`config.mk`:
```
export PLATFORM = sky130hd
export DESIGN_NAME = seq_lock
export DESIGN_NICKNAME = d
export VERILOG_FILES = /design/src/rtl/seq_lock.sv
export SDC_FILE = /design/constraint.sdc
export NUM_CORES = 1
export LEC_CHECK = 0
export ABC_AREA = 0
export BUFFER_PORTS_ARGS = -buffer_cell sky130_fd_sc_hd__clkbuf_2
export CAP_MARGIN = 20
export CORE_ASPECT_RATIO = 2
export CORE_MARGIN = 2
export CORE_UTILIZATION = 54
export DETAILED_ROUTE_END_ITERATION = 6
export PLACE_DENSITY = 0.77
export SYNTH_ARGS = -nofsm -noshare
export SYNTH_HDL_FRONTEND = slang
export SYNTH_SLANG_ARGS = --single-unit
```
`constraint.sdc`:
```
create_clock -name clk -period 3.06 [get_ports clk]
set_clock_uncertainty 0.05 [all_clocks]
set_input_delay 0.765 -clock clk [delete_from_list [all_inputs] [get_ports clk]]
set_output_delay 0.765 -clock clk [all_outputs]
set_load 0.01 [all_outputs]
```
`src/rtl/seq_lock.sv`:
```
// Combination lock: one-hot button presses sampled on a slow tick are compared
// against a programmable code, with fail counting, timed lockout and a program mode.
module seq_lock #(
  parameter int unsigned NBTN          = 3,
  parameter int unsigned CODE_LEN      = 4,
  parameter int unsigned TICK_DIV      = 50000000,
  parameter int unsigned MAX_FAIL      = 3,
  parameter int unsigned LOCKOUT_TICKS = 8
) (
  input  logic                              clk,
  input  logic                              rst,
  input  logic [NBTN-1:0]                   b,
  input  logic                              prog,
  output logic                              unlock,
  output logic                              locked_out,
  output logic [3:0]                        state,
  output logic [$clog2(MAX_FAIL+1)-1:0]     fail_cnt
);

  localparam int unsigned DW = $clog2(NBTN);
  localparam int unsigned TW = $clog2(TICK_DIV);
  localparam int unsigned FW = $clog2(MAX_FAIL + 1);
  localparam int unsigned LW = $clog2(LOCKOUT_TICKS + 1);
  localparam int unsigned IW = 4;

  typedef enum logic [1:0] {S_ENTER, S_OPEN, S_PROG, S_LOCKOUT} fsm_t;

  logic [TW-1:0]   tick_cnt;
  logic            tick;
  logic [NBTN-1:0] b_smp;
  logic            armed;
  logic [NBTN-1:0] press;
  logic            any_press;
  logic            one_hot;
  logic [DW-1:0]   digit;
  logic [DW-1:0]   code_cur;
  logic            last;
  logic            hit;

  fsm_t            fsm_q, fsm_d;
  logic [IW-1:0]   idx_q, idx_d;
  logic            match_q, match_d;
  logic [FW-1:0]   fail_d;
  logic [LW-1:0]   lock_q, lock_d;
  logic [3:0]      state_d;
  logic            wr_c;
  logic            commit_c;

  logic [DW-1:0]   code_q   [CODE_LEN];
  logic [DW-1:0]   shadow_q [CODE_LEN];

  assign tick = (tick_cnt == TW'(TICK_DIV - 1));

  // Free-running tick divider and tick-qualified button sampling
  always_ff @(posedge clk or negedge rst) begin
    if (!rst) begin
      tick_cnt <= '0;
      b_smp    <= '0;
      armed    <= 1'b0;
    end else begin
      tick_cnt <= tick ? '0 : tick_cnt + TW'(1);
      if (tick) begin
        b_smp <= b;
        armed <= 1'b1;
      end
    end
  end

  // The first tick after reset only primes the sample, so held buttons are not presses
  always_comb begin
    press     = armed ? (b & ~b_smp) : '0;
    any_press = |press;
    one_hot   = any_press && ((press & (press - NBTN'(1))) == '0);
    digit     = '0;
    for (int i = 0; i < int'(NBTN); i++) begin
      if (press[i]) digit = DW'(i);
    end
    code_cur = '0;
    for (int k = 0; k < int'(CODE_LEN); k++) begin
      if (idx_q == IW'(k)) code_cur = code_q[k];
    end
    last = (idx_q == IW'(CODE_LEN - 1));
    hit  = one_hot && (digit == code_cur);
  end

  always_comb begin
    fsm_d    = fsm_q;
    idx_d    = idx_q;
    match_d  = match_q;
    fail_d   = fail_cnt;
    lock_d   = lock_q;
    wr_c     = 1'b0;
    commit_c = 1'b0;
    state_d  = '0;
    if (tick) begin
      case (fsm_q)
        S_ENTER: begin
          if (any_press) begin
            if (!last) begin
              idx_d   = idx_q + IW'(1);
              match_d = match_q && hit;
            end else if (match_q && hit) begin
              fsm_d  = S_OPEN;
              fail_d = '0;
              idx_d  = '0;
            end else if (32'(fail_cnt) + 32'd1 < MAX_FAIL) begin
              fail_d  = fail_cnt + FW'(1);
              idx_d   = '0;
              match_d = 1'b1;
            end else begin
              fsm_d  = S_LOCKOUT;
              fail_d = FW'(MAX_FAIL);
              idx_d  = '0;
              lock_d = '0;
            end
          end
        end
        S_OPEN: begin
          if (prog) begin
            fsm_d = S_PROG;
            idx_d = '0;
          end else if (any_press) begin
            fsm_d   = S_ENTER;
            idx_d   = '0;
            match_d = 1'b1;
          end
        end
        S_PROG: begin
          if (one_hot) begin
            wr_c = 1'b1;
            if (last) begin
              commit_c = 1'b1;
            end else begin
              idx_d = idx_q + IW'(1);
            end
          end
          // A completing digit commits even when prog drops on the same tick
          if (commit_c || !prog) begin
            fsm_d = S_OPEN;
            idx_d = '0;
          end
        end
        S_LOCKOUT: begin
          if (lock_q == LW'(LOCKOUT_TICKS - 1)) begin
            fsm_d   = S_ENTER;
            fail_d  = '0;
            idx_d   = '0;
            match_d = 1'b1;
          end else begin
            lock_d = lock_q + LW'(1);
          end
        end
        default: fsm_d = S_ENTER;
      endcase
    end
    case (fsm_d)
      S_ENTER:   state_d = idx_d;
      S_OPEN:    state_d = 4'hA;
      S_PROG:    state_d = 4'hB;
      S_LOCKOUT: state_d = 4'hC;
      default:   state_d = '0;
    endcase
  end

  always_ff @(posedge clk or negedge rst) begin
    if (!rst) begin
      fsm_q      <= S_ENTER;
      idx_q      <= '0;
      match_q    <= 1'b1;
      fail_cnt   <= '0;
      lock_q     <= '0;
      unlock     <= 1'b0;
      locked_out <= 1'b0;
      state      <= '0;
    end else begin
      fsm_q      <= fsm_d;
      idx_q      <= idx_d;
      match_q    <= match_d;
      fail_cnt   <= fail_d;
      lock_q     <= lock_d;
      unlock     <= (fsm_d == S_OPEN) || (fsm_d == S_PROG);
      locked_out <= (fsm_d == S_LOCKOUT);
      state      <= state_d;
    end
  end

  // Code store and program shadow; the final digit bypasses the shadow on commit
  always_ff @(posedge clk or negedge rst) begin
    if (!rst) begin
      for (int k = 0; k < int'(CODE_LEN); k++) begin
        code_q[k]   <= DW'(k % int'(NBTN));
        shadow_q[k] <= '0;
      end
    end else begin
      for (int k = 0; k < int'(CODE_LEN); k++) begin
        if (wr_c && (idx_q == IW'(k))) shadow_q[k] <= digit;
        if (commit_c) code_q[k] <= (idx_q == IW'(k)) ? digit : shadow_q[k];
      end
    end
  end

endmodule

```
==> metrics.yaml, run 1 <==
synth_area_leader_cell: "dfrtp_1"
synth_ff_type: "dfrtp_1"
yosysSeqAreaShare_pct: 48.2
post_cts_buffers: 0
sw_frac_of_total_pct: 18.7
drc: 0
ir_drop_v: 0.000379
fin_crit_sh_pct: 94.7
cp_max_fo: 6
setup_viol_count_final: 0
grt_use_total_pct: 22.9
seq_area_um2: 1580
seq_power_share_pct: 42.4
ys_top_cells_by_area: "dfrtp_1 (46%), nand2_1 (5.3%), o21ai_0 (4.1%), nor2_1 (3.8%), xor2_1 (3.5%)"
synth_area_um2: 3280
p_sw_uw: 368
combPwrFrac_pct: 1.6
syn_area_per_cell_um2: 9.47
htree_levels: 3
place_congestion: 0.898
grt_overflow_total: 0
grt_pass1_wl_um: 11500
start_kind: "register"
tritoncts: "done"
pwr_density_cell_nw_per_um2: 518
worstPathCellList: "inv_1 > ha_1 > a2111oi_0 > a32oi_1 > xnor2_1 > nand4b_1 > buf_4 > a21o_1 > nor2_2 > mux2_2"
io_buffers: 13
wl_met2_um: 4020
hp-class: "input port to asynchronous set/reset pin"
wl_met3_um: 210
worstSetupPathType: "register to register"
p_leak_uw: 0.00167
synth_cell_types: 58
multiInputGateArea_um2: 1640
cts.sinks: 63
antenna_cells: 0
clock.fmax_mhz: 345
drive_above_1_share_pct: 18.2
finalWirelength_um: 6940
rows: 40
fin_util_pct: 63.7
synth_fp_nets: 360
die_area_um2: 6750
grt_pass1_vias: 2558
cp_data_arrival_time_ns: 3.06
syn_inst: 346
ant_nets: 0
synth.top_cell.area_share_pct: 45.8
cts_buffers: 9
maxCapViolCount: 0
relSlewSlack_pct: 61.2
antenna_found_initial: 0
drtPass1Iterations: 5
clk_pin_slew_ns: 0.05
cts.path.max_buffers: 2
area_growth_pct: 15.8
coreArea_um2: 5960
cpPeakStageDelay_ns: 0.45
outcome: "finished clean"
synth_enable_flop_cells: 0
viasPerCell: 5.81
initial_core_util_pct: 55.0
power.internal_uw: 1600
setup_tns_ns: 0
grt_setup_unrepaired: "no"
nFillCells: 490
die_y_um: 114
num_vias: 2541
hpwl_um: 5000
final_net_count: 383
slew_violations: 0
pwr-share-clk_pct: 55.9
highest_layer: "met4"
cp.required_ns: 3.22
grt_max_degree: 43
period_needed_ns: 2.90
wl_per_cell_um: 15.9
ff2ff_setup_slack_ns: 0.16
hold_viol: 0
synth_seq_cells: 63
worst_slew_pin_slew_ns: 0.582
async_flop_share_pct: 100
critPathCaptureType: "register"
die-width_um: 59.1
insertion_delay_ns: 0.34
wl_met1_um: 2490
cts-root-buf: "clkbuf_16"
slowest_stage: "a2111oi_0"
drt-initial-drc-count: 131
synth_warnings: 0
ios: 14
==> registers in the layout, summed over array words and instances, names as in the netlist <==
name and cells:
locked_out 1, b_smp 3, unlock 1, fail_cnt 2
state 4, shadow_q 6, fsm_q 2, code_q 8
idx_q 4, match_q 1, tick_cnt 26, lock_q 4
armed 1
==> layout make-up <==
cell class                 count  area share [%]
clock buffer                  13            6.86
multi-input combinational    265            43.2
timing repair buffer          21            3.63
sequential                    63            41.6
clock inverter                 3            1.71
tap                           63            2.08
inverter                       9           0.890
==> worst max-delay path: cells and delay by family (launching register included) <==
kind,cells,cell delay (ns)
AO/OA/AOI/OAI,3,0.78
flip-flops,1,0.41
AND/OR/NAND/NOR,2,0.39
multiplexers,1,0.37
buffers and inverters,2,0.31
adder cells (fa/ha/maj),1,0.29
XOR/XNOR,1,0.18
==> through the flow <==
step | instances | worst slack [ns] | power (uW) | hold slack [ns] | area [um2]
after floorplan | 346 | 0.291 | 857 | 0.388 | 3280
final | 437 | 0.161 | 1970 | 0.372 | 3800
after detailed placement | 421 | 0.0418 | 882 | 0.425 | 3460
after CTS | 437 | 0.0537 | 1990 | 0.372 | 3780
after global routing | 437 | 0.0629 | 2020 | 0.408 | 3800
after global placement | 421 | 0.105 | 881 | 0.410 | 3460
==> cell usage after synthesis (3+ instances only) <==
| library cell | number |
|---|---|
| and3_2 | 6 |
| o21ai_0 | 27 |
| a31oi_1 | 5 |
| nand3_1 | 17 |
| mux2_2 | 7 |
| dfstp_2 | 3 |
| inv_1 | 9 |
| nor3_1 | 11 |
| o21ai_1 | 4 |
| nand2_1 | 46 |
| a21o_1 | 4 |
| nand2b_1 | 5 |
| nor2b_1 | 4 |
| clkbuf_1 | 6 |
| xor2_1 | 13 |
| and3_1 | 7 |
| nor2_1 | 33 |
| a21oi_1 | 12 |
| xnor2_1 | 12 |
| ha_1 | 8 |
| dfrtp_1 | 60 |
==> cells by family (layout without fill, tap and decap cells) <==
kind of cell	Yosys count	after routing	synth area share, %
muxes	8	8	2.71
xor gates and xnor gates	25	25	6.68
AOI/OAI and AO/OA	69	69	12.9
buffers and inverters	18	46	2.14
adders and majority gates	8	8	3.05
and+or+nand+nor	155	155	24.3
DFF	63	63	48.2
==> layout by cell type, fill, tap and decap left out, drive strengths merged, types with 2 or more instances in the layout <==
cell type   n
dfrtp      60
nand2      46
nor2       35
o21ai      32
clkbuf     26
nand3      17
xor2       13
nor3       13
and3       13
xnor2      12
a21oi      12
inv         9
ha          8
buf         8
mux2        7
nand2b      5
a31oi       5
nor2b       4
a21o        4
dfstp       3
nor4        3
or2         3
nor3b       2
nand4b      2
o211ai      2
a22oi       2
or3         2
bufinv      2
and2b       2
and3b       2
a2111oi     2
nand4       2
o31ai       2
==> routing by layer <==
layer,global-route usage (%),vias to the layer above
met4,13.9,0
met3,5.31,20
met2,41.6,59
li1,-,1257
met1,22.2,1205
met5,0,-
==> power by group through the flow <==
stage / combinational [uW] / sequential, uW / clock, uW
after global placement: 32.4 / 848 / 0
after floorplan: 7.99 / 849 / 0
after CTS: 33.3 / 834 / 1130
final: 32.1 / 835 / 1100
after detailed placement: 33.3 / 848 / 0
after global routing: 37.3 / 834 / 1150
==> what timing repair did <==
| item | in CTS | in global routing |
|---|---|---|
| hold buffers | 0 | 0 |
| endpoints found under the setup margin | 0 | 2 |
| endpoints found under the hold margin | 0 | 0 |
| resized for setup | 0 | 4 |
==> path summary, 6_finish.rpt <==
| check | from | end | cells past startpoint |
|---|---|---|---|
| worst min-delay path | rst | code_q[5] | 1 |
| min in group clk | tick_cnt[0] | tick_cnt[0] | 1 |
| max in group asynchronous | rst | code_q[3] | 2 |
| worst max-delay path | idx_q[0] | state[0] | 10 |
| worst max register to register | idx_q[0] | state[0] | 10 |
| worst min register to register | tick_cnt[0] | tick_cnt[0] | 1 |
(Power assumes the default switching activity.)
==> inputs of run 2 (changes only) <==
--- a/config.mk
+++ b/config.mk
@@ -11,6 +11,7 @@
 export CORE_ASPECT_RATIO = 2
 export CORE_MARGIN = 2
 export CORE_UTILIZATION = 54
+export CTS_BUF_LIST = sky130_fd_sc_hd__clkbuf_4 sky130_fd_sc_hd__clkbuf_8
 export DETAILED_ROUTE_END_ITERATION = 6
 export PLACE_DENSITY = 0.77
 export SYNTH_ARGS = -nofsm -noshare
==> metrics.yaml, run 2 (same netlist as run 1, synthesis figures left out) <==
pwr-share-clk_pct: 48.9  # was 55.9%
hpwl_um: 5000  # unchanged
area_growth_pct: 12.9  # was 15.8%
place_ws_ns: 0.0418  # unchanged
htree_levels: 3  # unchanged
setup_viol_count_final: 0  # unchanged
ir_drop_v: 0.000319  # was 0.000379 V
relSlewSlack_pct: 60.6  # was 61.2%
ff2ff_path_depth: 11  # was 10
power.internal_uw: 1360  # was 1600 uW
die-width_um: 59.1  # unchanged
grt_pass1_vias: 2562  # was 2558
drtPass1Iterations: 4  # was 5
tritoncts: "done"  # unchanged
antenna_cells: 0  # unchanged
pwr_density_cell_nw_per_um2: 457  # was 518 nW/um2
setup_tns_ns: 0  # unchanged
ff2ff_setup_slack_ns: 0.18  # was 0.16 ns
hp-class: "input port to asynchronous set/reset pin"  # unchanged
outcome: "finished clean"  # unchanged
setup_slack_ns: 0.184  # was 0.161 ns
fin_hold_ws_ns: 0.353  # was 0.372 ns
initial_core_util_pct: 55.0  # unchanged
sw_frac_of_total_pct: 19.6  # was 18.7%
clock.fmax_mhz: 348  # was 345 MHz
num_vias: 2552  # was 2541
largest_reg_flops: 26  # unchanged
cts-root-buf: "clkbuf_8"  # was clkbuf_16
design_area_um2: 3700  # was 3800 um2
coreArea_um2: 5960  # unchanged
critPathCaptureType: "register"  # unchanged
cp.required_ns: 3.24  # was 3.22 ns
grt_setup_unrepaired: "no"  # unchanged
finalWirelength_um: 6820  # was 6940 um
rr_endpoint: "state[1]"  # was state[0]
clk_pin_slew_ns: 0.07  # was 0.05 ns
seq_power_share_pct: 49.2  # was 42.4%
final_net_count: 383  # unchanged
cts.sinks: 63  # unchanged
cp_max_fo: 6  # unchanged
io_buffers: 13  # unchanged
p_sw_uw: 332  # was 368 uW
grt_use_total_pct: 22.5  # was 22.9%
die_y_um: 114  # unchanged
hold_viol: 0  # unchanged
cp_data_arrival_time_ns: 3.06  # about the same
p_leak_uw: 0.00163  # was 0.00167 uW
reg2reg_from: "idx_q[0]"  # unchanged
top_register: "tick_cnt"  # unchanged
die_area_um2: 6750  # unchanged
place_congestion: 0.898  # unchanged
ios: 14  # unchanged
slew_violations: 0  # unchanged
grt_max_degree: 43  # unchanged
antenna_found_initial: 0  # unchanged
final_cell_mix: "dfrtp_1 (60), nand2_1 (46), nor2_1 (33)"  # unchanged
nFillCells: 509  # was 490
critPathLaunch: "idx_q[0]"  # unchanged
final_common_cell: "dfrtp_1"  # unchanged
post_cts_buffers: 0  # unchanged
drive_above_1_share_pct: 18.7  # was 18.2%
cts.path.max_buffers: 2  # unchanged
combPwrFrac_pct: 1.9  # was 1.6%
grt_overflow_total: 0  # unchanged
drt-initial-drc-count: 116  # was 131
insertion_delay_ns: 0.35  # was 0.34 ns
grt_pass1_wl_um: 11300  # was 11500 um
cts_buffers: 9  # unchanged
top_regs: "tick_cnt x26, code_q x8, shadow_q x6"  # unchanged
fin_crit_sh_pct: 94.0  # was 94.7%
worst_slew_pin_slew_ns: 0.592  # was 0.582 ns
maxCapViolCount: 0  # unchanged
period_needed_ns: 2.88  # was 2.90 ns
ant_nets: 0  # unchanged
drc: 0  # unchanged
postPlaceCellArea_um2: 3460  # unchanged
start_kind: "register"  # unchanged
rows: 40  # unchanged
wl_per_cell_um: 15.6  # was 15.9 um
worstSetupPathType: "register to register"  # unchanged
viasPerCell: 5.84  # was 5.81
run 2: cell counts in the layout (fill, tap and decap cells not counted):
Identical to the previous run, type by type.
run 2: worst max-delay path, stage by stage (launching register included):
cell       delay [ns]
dfrtp_1          0.41
inv_1            0.10
ha_1             0.29
a2111oi_0        0.45
a32oi_1          0.13
xnor2_1          0.17
nand4b_1         0.18
buf_4            0.20
a21o_1           0.19
ha_1             0.28
inv_1            0.05
mux2_2           0.25
run 2: how the worst max path moves through the flow:
| stage | endpoint | depth (start not counted) |
|---|---|---|
| 2_1_floorplan | state[1] | 10 |
| 3_3_place_gp | state[1] | 11 |
| 3_5_place_dp | state[1] | 11 |
| 4_1_cts | state[1] | 12 |
| 5_1_grt | state[0] | 10 |
| 6_report | state[1] | 11 |
run 2: what timing repair did:
item	4_1_cts	5_1_grt
gates resized for setup	0	4
setup endpoints to repair	0	2
hold buffers	0	0
endpoints found under the hold margin	0	0
run 2: final cells by class:
class	count	area, um2	area share [%]
inverter	9	33.8	0.912
tap	63	78.8	2.13
multi-input combinational	265	1640	44.3
clock inverter	3	65.1	1.76
clock buffer	13	166	4.49
timing repair buffer	21	138	3.72
sequential	63	1580	42.7
run 2: power by group through the flow:
| stage | combinational [uW] | clock [uW] | sequential [uW] |
|---|---|---|---|
| 4_1_cts | 33.2 | 845 | 833 |
| 5_1_grt | 37.2 | 870 | 832 |
| 2_1_floorplan | 7.99 | 0 | 849 |
| 3_5_place_dp | 33.3 | 0 | 848 |
| 3_3_place_gp | 32.4 | 0 | 848 |
| 6_report | 32.1 | 828 | 833 |
run 2: per-layer routing:
metal | GRT usage, % | share of wire (%) | up-vias
met5 | 0 | 0 | -
met4 | 13.8 | 3.1 | 0
met3 | 4.29 | 2.4 | 19
met2 | 41.4 | 58 | 41
met1 | 21.6 | 37 | 1230
li1 | - | - | 1262
run 2: stage by stage:
step	std cells	utilization, %	total power, uW
floorplan	346	-	857
global placement	421	58.1	881
detailed placement	421	58.1	882
CTS	437	62.0	1710
global route	437	62.2	1740
finish	437	62.2	1690
==> inputs of run 3 (changes only) <==
==> constraint.sdc (replaced) <==
create_clock -name clk -period 3.6 [get_ports clk]
set_clock_uncertainty 0.05 [all_clocks]
set_input_delay 0.9 -clock clk [delete_from_list [all_inputs] [get_ports clk]]
set_output_delay 0.9 -clock clk [all_outputs]
set_load 0.01 [all_outputs]
==> metrics.yaml, run 3 (same netlist as run 1, synthesis figures left out) <==
worst_slew_pin_slew_ns: 0.599  # was 0.592 ns
ant_nets: 0  # unchanged
cts.path.max_buffers: 2  # unchanged
setup_slack_ns: 0.487  # was 0.184 ns
grt_pass1_vias: 2515  # was 2562
design_area_um2: 3600  # was 3700 um2
wl_per_cell_um: 15.4  # was 15.6 um
drtPass1Iterations: 4  # unchanged
ctsHoldBuffers: 0  # unchanged
hold_depth: 1
ir_drop_v: 0.000218  # was 0.000319 V
final_common_cell: "dfrtp_1"  # unchanged
period_needed_ns: 3.11  # was 2.88 ns
drive_above_1_share_pct: 17.0  # was 18.7%
ff2ff_setup_slack_ns: 0.49  # was 0.18 ns
outcome: "finished clean"  # unchanged
fin_hold_ws_ns: 0.424  # was 0.353 ns
hp-class: "register to register"  # was input port to asynchronous set/reset pin
cts_resized: 0  # unchanged
critPathCaptureType: "register"  # unchanged
grt_setup_unrepaired: "no"  # unchanged
critPathMostFrequentCell: "inv_1"
drc: 0  # unchanged
min_from: "tick_cnt[4]"
htree_levels: 3  # unchanged
highest_layer: "met4"  # unchanged
finalWirelength_um: 6680  # was 6820 um
hpwl_um: 4890  # was 5000 um
tritoncts: "done"  # unchanged
area_growth_pct: 9.89  # was 12.9%
ios: 14  # unchanged
cts_buffers: 9  # unchanged
clock.fmax_mhz: 321  # was 348 MHz
cts.sinks: 63  # unchanged
coreArea_um2: 5960  # unchanged
cp.required_ns: 3.79  # was 3.24 ns
io_buffers: 13  # unchanged
post_cts_buffers: 0  # unchanged
initial_core_util_pct: 55.0  # unchanged
setup_viol_count_final: 0  # unchanged
relSlewSlack_pct: 59.7  # was 60.6%
grt_pass1_wl_um: 11300  # about the same
die_y_um: 114  # unchanged
slowest_stage: "a2111oi_0"  # unchanged
die-width_um: 59.1  # unchanged
whs_endpoint: "tick_cnt[4]"
drt-initial-drc-count: 93  # was 116
die_area_um2: 6750  # unchanged
postPlaceCellArea_um2: 3420  # was 3460 um2
insertion_delay_ns: 0.35  # about the same
clk_pin_slew_ns: 0.07  # about the same
hold_viol: 0  # unchanged
start_kind: "register"  # unchanged
worstSetupPathType: "register to register"  # unchanged
largest_reg_flops: 26  # unchanged
cts-root-buf: "clkbuf_8"  # unchanged
maxCapViolCount: 0  # unchanged
wl_met3_um: 189  # was 162 um
final_cell_mix: "dfrtp_1 (60), nand2_1 (46), nor2_1 (33)"  # unchanged
ff2ff_path_depth: 12  # was 11
cpPeakStageDelay_ns: 0.45  # about the same
rows: 40  # unchanged
reg2reg_from: "idx_q[1]"  # was idx_q[0]
rr_endpoint: "state[1]"  # unchanged
wl_met1_um: 2530  # was 2520 um
grt_max_degree: 38  # was 43
wl_met2_um: 3760  # was 3930 um
cp_data_arrival_time_ns: 3.30  # was 3.06 ns
worstPathCellList: "inv_1 > ha_1 > and3b_1 > a2111oi_0 > nor3_1 > xnor2_1 > nand4b_1 > o21ai_1 > inv_1 > ha_1 > inv_1 > mux2_2"  # was inv_1 > ha_1 > a2111oi_0 > a32oi_1 > xnor2_1 > nand4b_1 > buf_4 > a21o_1 > ha_1 > inv_1 > mux2_2
place_congestion: 0.885  # was 0.898
viasPerCell: 5.87  # was 5.84
pwr_density_cell_nw_per_um2: 363  # was 457 nW/um2
setup_tns_ns: 0  # unchanged
antenna_found_initial: 0  # unchanged
num_vias: 2540  # was 2552
fin_crit_sh_pct: 86.5  # was 94.0%
final_net_count: 379  # was 383
p_leak_uw: 0.00159  # was 0.00163 uW
cp_max_fo: 6  # unchanged
place_ws_ns: 0.441  # was 0.0418 ns
antenna_cells: 0  # unchanged
top_regs: "tick_cnt x26, code_q x8, shadow_q x6"  # unchanged
grt_use_total_pct: 22.3  # was 22.5%
top_register: "tick_cnt"  # unchanged
slew_violations: 0  # unchanged
grt_overflow_total: 0  # unchanged
==> run 3: per-layer routing <==
metal	track usage, %	vias to the layer above
met5	0	-
met4	11.5	0
met3	6.44	15
met2	40.1	56
met1	22.0	1221
li1	-	1248
==> run 3: area by class of cell <==
class                      instances  area, um2
clock inverter                     1       5.00
fill                             502       2350
sequential                        63       1580
timing repair buffer              17       95.1
inverter                           9       33.8
clock buffer                      15        181
multi-input combinational        265       1630
tap                               63       78.8
==> run 3: power by group <==
| part | internal [uW] | switching, uW | total, uW | leakage [uW] |
|---|---|---|---|---|
| Combinational | 6.23 | 20.1 | 26.3 | 0.000673 |
| Clock | 318 | 256 | 574 | 0.000101 |
| Sequential | 708 | 0 | 708 | 0.000813 |
==> run 3: worst max-delay path by stage <==
stage,slack [ns],depth (start not counted),to,start
detailed placement,0.44,10,state[1],b[2]
global placement,0.53,10,state[1],b[2]
finish,0.49,12,state[1],idx_q[1]
floorplan,0.70,10,state[1],b[2]
global route,0.25,12,state[1],idx_q[1]
CTS,0.47,12,state[1],idx_q[1]
==> run 3: through the flow <==
step	instances	util [%]	power [uW]
floorplan	346	-	728
global placement	417	57.4	748
detailed placement	417	57.4	748
CTS	433	60.5	1330
global route	433	60.5	1350
finish	433	60.5	1310
==> run 3: critical path, delay by kind of cell, from the launching register on <==
family | cells | cell delay [ns]
AOI/OAI and AO/OA | 2 | 0.76
buffers and inverters | 3 | 0.23
adders and majority gates | 2 | 0.53
muxes | 1 | 0.25
and+or+nand+nor | 3 | 0.60
xor gates and xnor gates | 1 | 0.15
DFF | 1 | 0.43
